### src/rtl/sp_share_arbiter.sv
// sp_share_arbiter
//   Round-robin arbiter and load sequencer for one shared WIDTH-bit holding
//   register built from enable flops. One requester owns the register per
//   cycle. Its data is steered onto the register D inputs, and the common
//   load enable SP is pulsed for that cycle.
//
//   Optional owner lock: define SPARB_LOCK_EN. A locked owner may keep the
//   grant for up to MAXLOCK consecutive cycles.
//
// Ports
//   CK     rising-edge clock
//   CD     asynchronous active-high clear
//   REQ    per-requester request level
//   LOCK   per-requester lock request (only used with SPARB_LOCK_EN)
//   D      requester i data at [i*WIDTH +: WIDTH]
//   GNT    registered one-hot grant
//   ACK    equals GNT; high in the cycle whose closing edge loads Q
//   SP     registered shared load enable (OR of GNT)
//   OWNER  index of the current or last owner
//   BUSY   high while in GRANT
//   Q      shared register contents

// Per-requester eligibility. The current owner is masked so that it cannot
// win twice in a row, unless the lock continuation keeps it.
module sparb_lane (
  input  logic req,
  input  logic own,
  input  logic keep,
  output logic elig
);
  assign elig = req & (~own | keep);
endmodule

module sp_share_arbiter #(
  parameter int NREQ    = 4,
  parameter int WIDTH   = 8,
  parameter int MAXLOCK = 16
) (
  input  logic                  CK,
  input  logic                  CD,
  input  logic [NREQ-1:0]       REQ,
  input  logic [NREQ-1:0]       LOCK,
  input  logic [NREQ*WIDTH-1:0] D,
  output logic [NREQ-1:0]       GNT,
  output logic [NREQ-1:0]       ACK,
  output logic                  SP,
  output logic [2:0]            OWNER,
  output logic                  BUSY,
  output logic [WIDTH-1:0]      Q
);

  typedef enum logic {IDLE = 1'b0, GRANT = 1'b1} state_t;

  typedef struct packed {
    state_t          state;
    logic [2:0]      owner;
    logic [NREQ-1:0] gnt;
  } dec_t;

  state_t              state;
  logic [2:0]          ptr;
  logic [NREQ-1:0]     elig;
  logic                lock_cont;
  logic [7:0][WIDTH-1:0] d_x;
  dec_t                nxt;

  // search scratch
  logic [2:0] base;
  logic [3:0] sum;
  logic [2:0] win;
  logic       found;
  logic [7:0] elig_x;

  // GNT is exactly the one-hot of OWNER while in GRANT, and is zero in IDLE,
  // so it doubles as the owner mask.
  sparb_lane u_lane [NREQ-1:0] (
    .req  (REQ),
    .own  (GNT),
    .keep (lock_cont),
    .elig (elig)
  );

  // Data steering, padded to 8 entries so OWNER can index it directly.
  for (genvar i = 0; i < 8; i++) begin : g_dx
    if (i < NREQ) begin : g_real
      assign d_x[i] = D[i*WIDTH +: WIDTH];
    end else begin : g_pad
      assign d_x[i] = '0;
    end
  end

`ifdef SPARB_LOCK_EN
  logic [7:0] lock_cnt;
  logic [7:0] req_x;
  logic [7:0] lock_x;

  assign req_x     = 8'(REQ);
  assign lock_x    = 8'(LOCK);
  assign lock_cont = (state == GRANT) && req_x[OWNER] && lock_x[OWNER] &&
                     (lock_cnt < 8'(MAXLOCK - 1));

  // Counts re-grants to the same owner. Any other outcome is an owner
  // change or a return to IDLE, both of which clear it.
  always_ff @(posedge CK or posedge CD) begin
    if (CD)             lock_cnt <= '0;
    else if (lock_cont) lock_cnt <= lock_cnt + 8'd1;
    else                lock_cnt <= '0;
  end
`else
  logic unused_lock;
  assign lock_cont   = 1'b0;
  assign unused_lock = ^LOCK;
`endif

  // Winner search. In GRANT, the owner is about to become the last owner at
  // this edge, so the search starts just above it. In IDLE, it starts above
  // the stored pointer.
  always_comb begin
    base   = (state == GRANT) ? OWNER : ptr;
    elig_x = 8'(elig);
    sum    = '0;
    win    = '0;
    found  = 1'b0;
    for (int k = 1; k <= NREQ; k++) begin
      sum = {1'b0, base} + 4'(k);
      if (sum >= 4'(NREQ)) sum = sum - 4'(NREQ);
      if (!found && elig_x[sum[2:0]]) begin
        found = 1'b1;
        win   = sum[2:0];
      end
    end
  end

  // Next-state / next-output decision
  always_comb begin
    nxt.state = IDLE;
    nxt.owner = OWNER;
    nxt.gnt   = '0;
    if (found) begin
      nxt.state = GRANT;
      nxt.owner = lock_cont ? OWNER : win;
      for (int i = 0; i < NREQ; i++) nxt.gnt[i] = (nxt.owner == 3'(i));
    end
  end

  always_ff @(posedge CK or posedge CD) begin
    if (CD) begin
      state <= IDLE;
      GNT   <= '0;
      SP    <= 1'b0;
      OWNER <= '0;
      ptr   <= 3'(NREQ - 1);
      Q     <= '0;
    end else begin
      state <= nxt.state;
      GNT   <= nxt.gnt;
      SP    <= |nxt.gnt;
      OWNER <= nxt.owner;
      // SP high marks a grant cycle. Its closing edge captures the owner's
      // data and records that owner as the round-robin pointer.
      if (SP) begin
        Q   <= d_x[OWNER];
        ptr <= OWNER;
      end
    end
  end

  assign ACK  = GNT;
  assign BUSY = (state == GRANT);

endmodule

### config.mk
export PLATFORM = sky130hd
export DESIGN_NAME = sp_share_arbiter
export DESIGN_NICKNAME = d
export VERILOG_FILES = /design/src/rtl/sp_share_arbiter.sv
export SDC_FILE = /design/constraint.sdc
export NUM_CORES = 1
export LEC_CHECK = 0
export CAP_MARGIN = 20
export CORE_ASPECT_RATIO = 0.75
export CORE_UTILIZATION = 43
export DETAILED_ROUTE_END_ITERATION = 10
export GPL_ROUTABILITY_DRIVEN = 1
export GPL_TIMING_DRIVEN = 0
export PLACE_DENSITY = 0.8
export SYNTH_ARGS = -nofsm -noshare
export SYNTH_HDL_FRONTEND = slang
export SYNTH_SLANG_ARGS = --single-unit
export TNS_END_PERCENT = 1
### constraint.sdc
create_clock -name CK -period 2.75 [get_ports CK]
set_input_delay 0.275 -clock CK [delete_from_list [all_inputs] [get_ports CK]]
set_output_delay 0.275 -clock CK [all_outputs]
set_load 0.03 [all_outputs]
==> results.sh <==
export IMPL_status="complete, no violations"
export IMPL_clock_path_buffers=2
export IMPL_htreeDepth=1
export IMPL_synth_top_area_share_pct=30.23
export IMPL_antenna_found_initial=0
export IMPL_layout_min_cycle_time_ns=2.727
export IMPL_worstPathRequired_ns=2.88
export IMPL_ys_types=43
export IMPL_tightest_slew_ns=0.7589
export IMPL_setup_viol=0
export IMPL_worstSkewPairLatency_ns=0.26
export IMPL_cts_hold_buf=0
export IMPL_ys_ff_latch=20
export IMPL_die_h_um=52.98
export IMPL_gp_congestion=0.7900
export IMPL_drive_gt1_share_pct=23.72
export IMPL_num_rows=18
export IMPL_clkTransAtPathRegs_ns=0.07
export IMPL_worst_ep_arrival_time_ns=2.86
export IMPL_diodes=0
export IMPL_drtPass1Iterations=4
export IMPL_regToRegStartpoint="BUSY"
export IMPL_r2r_slack_ns=0.02
export IMPL_dpl_cell_area_um2=2121
export IMPL_core_um2=3288
export IMPL_antenna_left=0
export IMPL_totalWireLength_um=4438
export IMPL_async_flop_share_pct=100.0
export IMPL_synth_cells=146
export IMPL_grt_pass1_wl_um=6582
export IMPL_slew_headroom_pct=49.40
export IMPL_final_cell_mix="clkdlybuf4s50_1, inv_1, dfrtp_1"
export IMPL_post_route_period_util_pct=99.16
export IMPL_fin_setup_tns_ns=0
export IMPL_drtIter0Drc=59
export IMPL_grt_use_total_pct=23.59
export IMPL_maxCapViolations=0
export IMPL_synthesis_nets=194
export IMPL_start_util_pct=45.32
export IMPL_powerDensity_nw_per_um2=1399
export IMPL_clock_sinks=20
export IMPL_grt_pass1_vias=1392
export IMPL_ir_drop_v=0.0007276
export IMPL_final_common_cell="clkdlybuf4s50_1"
export IMPL_min_path_type="in -> async"
export IMPL_vias_per_cell=5.737
export IMPL_crit_type="reg -> reg"
export IMPL_yosysWarnings=0
export IMPL_grt_overflow=0
export IMPL_final_max_slew_violation_count=0
export IMPL_cts_root_buf="clkbuf_8"
export IMPL_ios=63
export IMPL_synthTopCellsByArea="dfrtp_1, mux4_2, inv_1, ha_1, buf_4"
export IMPL_cts_tree="built"
export IMPL_area_growth_pct=53.15
export IMPL_wl_per_cell_um=17.40
export IMPL_dieArea_um2=3707
export IMPL_syn_area_um2=1490
export IMPL_avgSynthCellArea_um2=10.21
export IMPL_yosysTopAreaCell="dfrtp_1"
export IMPL_io_buffers=58
export IMPL_die_x_um=69.98
export IMPL_dp_hpwl_um=3264
export IMPL_hold_viol_final=0
export IMPL_fin_area_um2=2282
export IMPL_grt_max_degree=21
export IMPL_num_vias=1463
export IMPL_total_leakage_power_nw=1.004
export IMPL_fmax_ghz=0.3667
export IMPL_final_nets=264
export IMPL_numCtsBuffers=3
export IMPL_ys_seq_area_share_pct=33.75
export IMPL_synth_edf_count=0
export IMPL_rr_worst_depth=9
export IMPL_start_kind="register"
export IMPL_path_max_fanout=8
export IMPL_cp_end_kind="register"
export IMPL_synth_ff_type="dfrtp_1"
export IMPL_crit_reg2reg_capture="ACK[2]"
export IMPL_fin_skew_ns=0.0007155
export IMPL_route_detailed_drc=0
power breakdown:
| group | internal (mW) | switching (mW) | leakage [nW] |
|---|---|---|---|
| combinational | 1.05 | 1.31 | 0.731 |
| sequential | 0.440 | 0.101 | 0.238 |
| clock | 0.194 | 0.0985 | 0.0357 |
| total | 1.68 | 1.51 | 1.00 |
kinds of logic (layout without fill, tap and decap cells):
family	after synthesis	in the layout	synth area share (%)
buf+inv	36	105	11.84
xor+xnor	2	2	1.176
fa+ha+maj	6	6	5.038
flops	20	20	33.75
compound gates	30	30	15.20
mux	17	17	19.23
simple gates	35	35	13.77
critical path: stages, from the launching register on:
cell	delay, ns
dfrtp_2	0.46
buf_4	0.16
mux2i_4	0.34
ha_1	0.30
nand3b_1	0.08
o21ai_0	0.15
a211o_1	0.43
a21o_2	0.27
a32oi_1	0.28
o31ai_2	0.12
how the worst max path moves through the flow:
stage | slack [ns] | startpoint | cells after the start | end
floorplan | 0.05 | BUSY | 9 | ACK[3]
global placement | -0.11 | BUSY | 9 | ACK[3]
detailed placement | -0.18 | BUSY | 9 | ACK[0]
CTS | 0.08 | BUSY | 9 | ACK[2]
global route | -0.004 | BUSY | 8 | ACK[0]
finish | 0.02 | BUSY | 9 | ACK[2]
repair_timing:
action / in CTS / in global routing
gates cloned: 0 / 0
setup endpoints to repair: 6 / 5
buffers inserted: 1 / 6
gates resized for setup: 4 / 3
pin swaps: 0 / 2
sequential cells by signal, indices dropped and copies added, names as in the netlist:
signal and cells:
SP 1, OWNER 3, BUSY 1, ACK 4, Q 8, ptr 3
synthesized netlist by cell type (3+ instances only):
cell / instances
dfrtp_1: 18
ha_1: 6
nand2b_1: 4
nand2_1: 6
nand3b_1: 3
mux2i_1: 3
nor2_1: 8
mux2_2: 3
inv_1: 22
nand3_1: 3
a21oi_1: 5
o211ai_1: 3
o22ai_1: 9
mux4_2: 8
buf_4: 9
layer usage:
metal | up-vias | global-route usage, % | routed length [um]
li1 | 658 | - | -
met1 | 696 | 26.20 | 1693
met2 | 88 | 44.23 | 2333
met3 | 21 | 5.905 | 300
met4 | 0 | 9.333 | 110
met5 | - | 0 | 0
per-stage QoR:
stage	power [mW]	util (%)	hold slack (ns)	cells	worst slack (ns)
finish	3.192	69.41	0.4436	255	0.02306
global route	3.354	69.41	0.5117	255	-0.003715
CTS	2.999	67.58	0.4670	249	0.08034
detailed placement	2.638	64.50	0.5266	244	-0.1800
global placement	2.560	64.50	0.5157	244	-0.1071
floorplan	2.061	-	0.2373	146	0.04516
layout make-up:
type,count,area (um2)
inverter,23,86.33
clock buffer,3,41.29
sequential,20,504.2
tap,40,50.05
buffer,13,90.09
timing repair buffer,65,633.1
multi-input combinational,90,847.1
fill,245,1006
clock inverter,1,30.03
Note: power is estimated with default switching activity, not from simulation.
